===== src/rtl/order_executor.sv =====
// Turns confirmed BUY/SELL decision levels into rate-limited orders on a valid/ready port,
// tracking net position, signed cash and trade count.
module order_executor #(
  parameter int unsigned PRICE_W      = 8,
  parameter int unsigned POS_W        = 4,
  parameter int unsigned MAX_POS      = 7,
  parameter int unsigned CASH_W       = 16,
  parameter int unsigned HOLD_CYC     = 2,
  parameter int unsigned COOLDOWN_CYC = 16
) (
  input  logic                     clk,
  input  logic                     rst,
  input  logic                     buy_sig,
  input  logic                     sell_sig,
  input  logic [PRICE_W-1:0]       price_in,
  input  logic                     order_ready,
  output logic                     order_valid,
  output logic                     order_side,
  output logic [PRICE_W-1:0]       order_price,
  output logic signed [POS_W-1:0]  position,
  output logic signed [CASH_W-1:0] cash,
  output logic [7:0]               trade_count,
  output logic                     busy
);

  localparam int unsigned HOLD_W = (HOLD_CYC < 2) ? 1 : $clog2(HOLD_CYC + 1);
  localparam int unsigned COOL_W = (COOLDOWN_CYC < 2) ? 1 : $clog2(COOLDOWN_CYC + 1);
  localparam logic signed [POS_W-1:0] POS_LIM = POS_W'(MAX_POS);
  localparam logic signed [POS_W-1:0] NEG_LIM = -POS_LIM;

  typedef enum logic [1:0] {IDLE, CONFIRM, ISSUE, COOLDOWN} state_t;

  state_t                     state, state_next;
  logic                       side, side_next;
  logic [HOLD_W-1:0]          hold_cnt, hold_next, hold_inc;
  logic [COOL_W-1:0]          cool_cnt, cool_next, cool_dec;
  logic                       order_valid_next, order_side_next, busy_next;
  logic [PRICE_W-1:0]         order_price_next;
  logic signed [POS_W-1:0]    position_next;
  logic signed [CASH_W-1:0]   cash_next;
  logic [7:0]                 trade_count_next;
  logic                       elig_buy, elig_sell;

  // Eligibility already folds in the position limit so the limit can never be overrun.
  assign elig_buy  = buy_sig && !sell_sig && (position < POS_LIM);
  assign elig_sell = sell_sig && !buy_sig && (position > NEG_LIM);
  assign hold_inc  = hold_cnt + HOLD_W'(1);
  assign cool_dec  = cool_cnt - COOL_W'(1);

  always_ff @(posedge clk or posedge rst) begin
    if (rst) begin
      state       <= IDLE;
      side        <= 1'b0;
      hold_cnt    <= '0;
      cool_cnt    <= '0;
      order_valid <= 1'b0;
      order_side  <= 1'b0;
      order_price <= '0;
      position    <= '0;
      cash        <= '0;
      trade_count <= '0;
      busy        <= 1'b0;
    end else begin
      state       <= state_next;
      side        <= side_next;
      hold_cnt    <= hold_next;
      cool_cnt    <= cool_next;
      order_valid <= order_valid_next;
      order_side  <= order_side_next;
      order_price <= order_price_next;
      position    <= position_next;
      cash        <= cash_next;
      trade_count <= trade_count_next;
      busy        <= busy_next;
    end
  end

  always_comb begin
    state_next       = state;
    side_next        = side;
    hold_next        = hold_cnt;
    cool_next        = cool_cnt;
    order_valid_next = order_valid;
    order_side_next  = order_side;
    order_price_next = order_price;
    position_next    = position;
    cash_next        = cash;
    trade_count_next = trade_count;

    case (state)
      IDLE: begin
        if (elig_buy || elig_sell) begin
          side_next = elig_buy;
          hold_next = HOLD_W'(1);
          if (HOLD_CYC == 1) begin
            order_price_next = price_in;
            order_side_next  = elig_buy;
            order_valid_next = 1'b1;
            hold_next        = '0;
            state_next       = ISSUE;
          end else begin
            state_next = CONFIRM;
          end
        end
      end
      CONFIRM: begin
        if (side ? elig_buy : elig_sell) begin
          hold_next = hold_inc;
          if (hold_inc == HOLD_W'(HOLD_CYC)) begin
            order_price_next = price_in;
            order_side_next  = side;
            order_valid_next = 1'b1;
            hold_next        = '0;
            state_next       = ISSUE;
          end
        end else begin
          hold_next  = '0;
          state_next = IDLE;
        end
      end
      ISSUE: begin
        if (order_ready) begin
          if (order_side) begin
            position_next = position + POS_W'(1);
            cash_next     = cash - CASH_W'(order_price);
          end else begin
            position_next = position - POS_W'(1);
            cash_next     = cash + CASH_W'(order_price);
          end
          trade_count_next = trade_count + 8'd1;
          order_valid_next = 1'b0;
          if (COOLDOWN_CYC == 0) begin
            state_next = IDLE;
          end else begin
            cool_next  = COOL_W'(COOLDOWN_CYC);
            state_next = COOLDOWN;
          end
        end
      end
      COOLDOWN: begin
        cool_next = cool_dec;
        if (cool_dec == '0) state_next = IDLE;
      end
      default: state_next = IDLE;
    endcase

    busy_next = (state_next != IDLE);
  end

endmodule


===== config.mk =====
export PLATFORM = sky130hd
export DESIGN_NAME = order_executor
export DESIGN_NICKNAME = d
export VERILOG_FILES = /design/src/rtl/order_executor.sv
export SDC_FILE = /design/constraint.sdc
export NUM_CORES = 1
export LEC_CHECK = 0
export BUFFER_PORTS_ARGS = -buffer_cell sky130_fd_sc_hd__buf_2
export CAP_MARGIN = 20
export CORE_ASPECT_RATIO = 1.5
export CORE_MARGIN = 5
export CORE_UTILIZATION = 61
export CTS_CLUSTER_SIZE = 8
export DETAILED_ROUTE_END_ITERATION = 8
export PLACE_DENSITY = 0.91
export SLEW_MARGIN = 5
export SYNTH_ARGS = -nofsm -noshare
export SYNTH_HDL_FRONTEND = slang
export SYNTH_SLANG_ARGS = --single-unit

===== constraint.sdc =====
create_clock -name clk -period 5.08 [get_ports clk]
set_input_delay 0 -clock clk [delete_from_list [all_inputs] [get_ports clk]]
set_output_delay 0 -clock clk [all_outputs]
set_load 0.05 [all_outputs]

After elaboration in Yosys (flattened, before gate mapping)
Index checks and enable logic that the tools add are counted.
{"block": "totals", "register_bits": 49, "in_bits": 13, "output_inout_bits": 39, "word_cells": 66}
{"block": "classes", "n_addsub": 7, "order_cmp": 2, "n_eq_ne": 8, "n_mux": 19, "reduce_logical": 19}
{"cell": "adder 16 x 8 -> 16 bit", "count": 1}
{"cell": "2-to-1 mux 16 bit", "count": 1}
{"cell": "2-to-1 mux 2 bit", "count": 8}
{"cell": "subtractor 16 x 8 -> 16 bit", "count": 1}
{"cell": "case mux 5 bit (2 select lines)", "count": 1}
{"cell": "adder 8 x 1 -> 8 bit, second input constant", "count": 1}
{"cell": "!= test 2 bit, second input constant", "count": 4}
{"cell": "case mux 2 bit (4 select lines)", "count": 1}
{"cell": "AND reduction 2 bit", "count": 4}
{"cell": "nonzero test 2 bit", "count": 4}
{"cell": "== test 2 bit, second input constant", "count": 3}
{"cell": "zero test 5 bit", "count": 1}
{"cell": "2-to-1 mux 5 bit", "count": 1}
{"cell": "subtractor 5 x 1 -> 5 bit, second input constant", "count": 1}
{"cell": "adder 4 x 2 -> 4 bit, second input constant", "count": 1}
{"cell": "greater-than comparator 4 bit, second input constant", "count": 1}
{"cell": "logical AND 1 bit", "count": 4}
{"cell": "less-than comparator 4 bit, second input constant", "count": 1}
{"cell": "2-to-1 mux 1 bit", "count": 4}
{"cell": "2-to-1 mux 4 bit", "count": 1}
{"cell": "case mux 2 bit (2 select lines)", "count": 1}
{"cell": "AND reduction 4 bit", "count": 1}
{"cell": "subtractor 4 x 2 -> 4 bit, second input constant", "count": 1}
{"cell": "AND reduction 3 bit", "count": 1}
{"cell": "other kinds (6)", "count": 7}

Depth between registers and ports, before layout
{"block": "depth", "depth_word": 7, "mapped_depth": 12, "ltp_nobuf": 12}

Worst setup path before layout
No wires, ideal clock.
{"block": "synth_timing", "path_kind": "register to register", "startpoint": "register order_side", "endpoint": "register cash[11]", "setup_ns": 0.136, "arrival_ns": 3.034, "t_required_ns": 4.944, "setup_slack_ns": 1.909, "path_stages_with_launch": 11, "n_path_buf": 2, "synth_period_minus_slack_ns": 3.171, "cell_sequence": "dfrtp_1 > clkbuf_1 > clkbuf_1 > mux2i_1 > ha_1 > nor2b_1 > o31ai_1 > a21oi_1 > o211ai_1 > nor3_1 > or3b_2"}
{"block": "synth_via", "elab_chain_cells": 1}
{"item": "start, declared", "line_no": "18", "source": "output logic order_side,"}
{"item": "start signal, assigned", "line_no": "69", "source": "order_side <= order_side_next;"}
{"item": "2-to-1 mux 16 bit", "line_no": "123", "source": "if (order_side) begin"}
{"item": "end signal, assigned", "line_no": "72", "source": "cash <= cash_next;"}
{"item": "end, declared", "line_no": "21", "source": "output logic signed [CASH_W-1:0] cash,"}
No other way between the ends.
A chain may end at the register's enable or synchronous reset.

Worst setup path after layout
{"block": "layout_timing", "startpoint": "register order_price[3]", "endpoint": "register cash[15]"}
{"block": "layout_via", "elab_chain_cells": 2, "elab_cells_between_ends": 3, "cone_classes": "add/sub (2); mux (1)"}
{"item": "start, declared", "line_no": "19", "source": "output logic [PRICE_W-1:0] order_price,"}
{"item": "start signal, assigned", "line_no": "70", "source": "order_price <= order_price_next;"}
{"item": "adder 16 x 8 -> 16 bit / subtractor 16 x 8 -> 16 bit (equally long branches)", "line_no": "128, 125"}
{"item": "2-to-1 mux 16 bit (*)", "line_no": "123"}
Mark *: on every way between the ends. The rest lies on a longest branch, timed or not.

==> flow_summary.toml <==
[outcome]
status = "complete, no violations"

[detailed_routing]
drc = 0
drtIter0Drc = 117
route.detailed.vias_per_inst = 5.92
wl_um = 7350
detail_route.first_pass.iterations = 4
detailroute.via_count = 2650
count_of_antenna_violating_nets_left_after_detailed_routing = 0
post_drt_wl_per_cell_um = 16.4

[floorplanning]
row_count = 31
floorplan.die_area_um2 = 6640
i_o_pins = 52
core-area_um2 = 4890
die_height_um = 97.3
floorplan.initialDensity_pct = 63.4
die_extent_in_x_um = 68.2

[yosys]
synth_cell_type_count = 51
synthDominantCellAreaShare_pct = 39.6
ys_dominant_reg_cell = "sky130_fd_sc_hd__dfrtp_1"
synth_largest_area_cell = "sky130_fd_sc_hd__dfrtp_1"
syn-mean-instance-area_um2 = 9.57
post_synth_instance_area_um2 = 3100
top_cells_by_count_synth = "sky130_fd_sc_hd__dfrtp_1 (49), sky130_fd_sc_hd__nand2_1 (42), sky130_fd_sc_hd__o21ai_0 (24), sky130_fd_sc_hd__ha_1 (22), sky130_fd_sc_hd__xnor2_1 (22)"
syn-instance-count = 324
synthMostInstantiatedCell = "sky130_fd_sc_hd__dfrtp_1"
synth_edf_count = 0
yosys_warning_count = 0
postSynth.asyncResetShare_pct = 100
ys_top_cells_by_area = "sky130_fd_sc_hd__dfrtp_1 (40%), sky130_fd_sc_hd__ha_1 (8.9%), sky130_fd_sc_hd__xnor2_1 (6.2%)"
synth.yosys.seq_area_share_pct = 39.6
post_syn_nets = 361
ys_seq_elements = 49

[sta]
post-route-min-period_ns = 3.30
setup_tns_ns = 0
final_hold_viol_count = 0
worstMarginPinSlew_ns = 0.822
total_setup_violations_reported_at_the_end_of_the_flow = 0
grt_setup_unrepaired = "false"
clock-skew-final_ns = 0.00703
post-route-period-util_pct = 65.0
slew_headroom_pct = 44.5
timing_max_transition_violations_final = 0
max_freq_mhz = 303

[clock_network]
clock_sinks = 49
clk-insertion-delay-late_ns = 0.30
clock_path_buffers = 2
path_clk_slew_ns = 0.09
cts_buffer_count = 5
postCtsSetupRepairBufs = 0
hold_buffers = 9
htree_num_levels = 2
clockRootBuffer = "sky130_fd_sc_hd__clkbuf_8"
cts_resized = 0
cts_tree = "yes"

[critical_path]
timing.reg2reg.worst_path_depth = 10
slack_of_the_worst_reg_to_reg_path_ns = 1.78
worstSetupEndpointType = "flip-flop"
timing.setup.critical_path_class = "reg2reg"
crit-reg2reg-launch = "order_price[3]$_DFFE_PP0P_"
required_ns = 5.27
setup.worst_path.start_class = "flip-flop"
worst_ep_arrival_time_ns = 3.49
r2r-end = "cash[15]$_DFFE_PP0P_"
crit_path_max_fanout = 7

[global_routing]
antenna_found_initial = 0
grt_start_max_net_pins = 50
global_route.usage.total_pct = 24.6
grt_pass1_wl_um = 12600
via_count_of_the_first_global_routing_pass = 2797
total_global_routing_overflow = 0

[hold_path]
holdCritPathClass = "in2reg"
worstHoldPathCells = 3
holdPathEnd = "side$_DFFE_PP0P_"
min-delay-start = "sell_sig"

[flow_run]
max-cap-violations = 0

[placed_design]
dpl.hpwl_um = 5330
numPortBuffers = 51
gp_congestion = 0.902

[layout]
drive_above_1_share_pct = 20.4
final_net_count = 418
flow.area_growth_from_synthesis_pct = 16.7
antenna_cells_inserted = 0
-- through the flow --
| step | cell area, um^2 | util, % | worst slack [ns] | hold WS (ns) | instances |
|---|---|---|---|---|---|
| after detailed placement | 3390 | 69.4 | 1.84 | 0.240 | 430 |
| after CTS | 3600 | 73.6 | 1.81 | 0.00692 | 447 |
| after global placement | 3390 | 69.4 | 1.99 | 0.233 | 430 |
| final | 3620 | 74.0 | 1.78 | 0.00825 | 448 |
| after floorplan | 3100 | - | 1.91 | 0.149 | 324 |
| after global routing | 3620 | 74.0 | 1.46 | 0.0222 | 448 |
-- cell type report --
type / instances / area [um^2]
timing repair buffer: 62 / 373
tap: 66 / 82.6
sequential: 49 / 1230
clock buffer: 7 / 86.3
inverter: 15 / 56.3
clock inverter: 1 / 30.0
multi-input combinational: 248 / 1760
fill: 384 / 1270
-- state kept, by name (all words and copies together) (netlist names) --
name         cells
order_side       1
order_price      8
state            2
order_valid      1
hold_cnt         2
cool_cnt         5
busy             1
position         4
side             1
cash            16
trade_count      8
-- how the worst max path moves through the flow --
stage	start	end	cells after the start	slack (ns)
after detailed placement	order_price[3]$_DFFE_PP0P_	cash[15]$_DFFE_PP0P_	10	1.84
after global routing	order_price[3]$_DFFE_PP0P_	cash[15]$_DFFE_PP0P_	11	1.46
after global placement	order_price[3]$_DFFE_PP0P_	cash[15]$_DFFE_PP0P_	10	1.99
final	order_price[3]$_DFFE_PP0P_	cash[15]$_DFFE_PP0P_	10	1.78
after floorplan	order_side$_DFFE_PP0P_	cash[11]$_DFFE_PP0P_	10	1.91
after CTS	order_price[3]$_DFFE_PP0P_	cash[15]$_DFFE_PP0P_	10	1.81
-- metal layers --
metal	global-route usage, %	wire (um)
met1	27.1	2890
met2	42.3	3910
met4	13.5	318
met3	4.63	234
met5	0	0
-- cell usage in the layout, fill, tap and decap left out, types with 2 or more instances in the layout --
cell type / instances
sky130_fd_sc_hd__buf_2: 51
sky130_fd_sc_hd__dfrtp_1: 49
sky130_fd_sc_hd__nand2_1: 42
sky130_fd_sc_hd__o21ai_0: 24
sky130_fd_sc_hd__xnor2_1: 22
sky130_fd_sc_hd__ha_1: 22
sky130_fd_sc_hd__nor2_1: 17
sky130_fd_sc_hd__a21oi_1: 16
sky130_fd_sc_hd__inv_1: 14
sky130_fd_sc_hd__mux2_4: 9
sky130_fd_sc_hd__dlygate4sd3_1: 9
sky130_fd_sc_hd__o31ai_1: 8
sky130_fd_sc_hd__nor3_1: 7
sky130_fd_sc_hd__nor2b_1: 6
sky130_fd_sc_hd__a21o_1: 6
sky130_fd_sc_hd__xor2_1: 6
sky130_fd_sc_hd__clkbuf_8: 6
sky130_fd_sc_hd__nand3_1: 5
sky130_fd_sc_hd__and3_1: 5
sky130_fd_sc_hd__nand2b_1: 5
sky130_fd_sc_hd__nand4_1: 4
sky130_fd_sc_hd__o211ai_1: 3
sky130_fd_sc_hd__o41ai_1: 3
sky130_fd_sc_hd__mux2i_1: 3
sky130_fd_sc_hd__a31o_2: 3
sky130_fd_sc_hd__a211oi_1: 2
sky130_fd_sc_hd__o21bai_1: 2
sky130_fd_sc_hd__or3b_2: 2
sky130_fd_sc_hd__a311oi_1: 2
sky130_fd_sc_hd__nand3b_1: 2
sky130_fd_sc_hd__fa_1: 2
-- critical path, stage by stage, from the launching register on --
cell	delay, ns
sky130_fd_sc_hd__dfrtp_1	0.47
sky130_fd_sc_hd__nor3_1	0.48
sky130_fd_sc_hd__nand2_1	0.20
sky130_fd_sc_hd__o31ai_1	0.35
sky130_fd_sc_hd__ha_1	0.30
sky130_fd_sc_hd__and3_1	0.21
sky130_fd_sc_hd__nand2_1	0.09
sky130_fd_sc_hd__or3b_2	0.50
sky130_fd_sc_hd__a311oi_1	0.26
sky130_fd_sc_hd__o21ai_0	0.16
sky130_fd_sc_hd__xnor2_1	0.16
-- kinds of logic (layout without fill, tap and decap cells) --
family                     after synthesis  in the layout  share of synthesized area (%)
buffers and inverters                   27             85                           3.55
muxes                                   12             12                           5.33
adders and majority gates               24             24                           10.2
DFF                                     49             49                           39.6
and+or+nand+nor                        104            104                           16.6
xor gates and xnor gates                28             28                           7.91
AOI/OAI and AO/OA                       80             80                           16.9
Power is left out: the tool's default activity adds up to more than one toggle a clock period on the data nets, which glitch-free logic cannot reach.
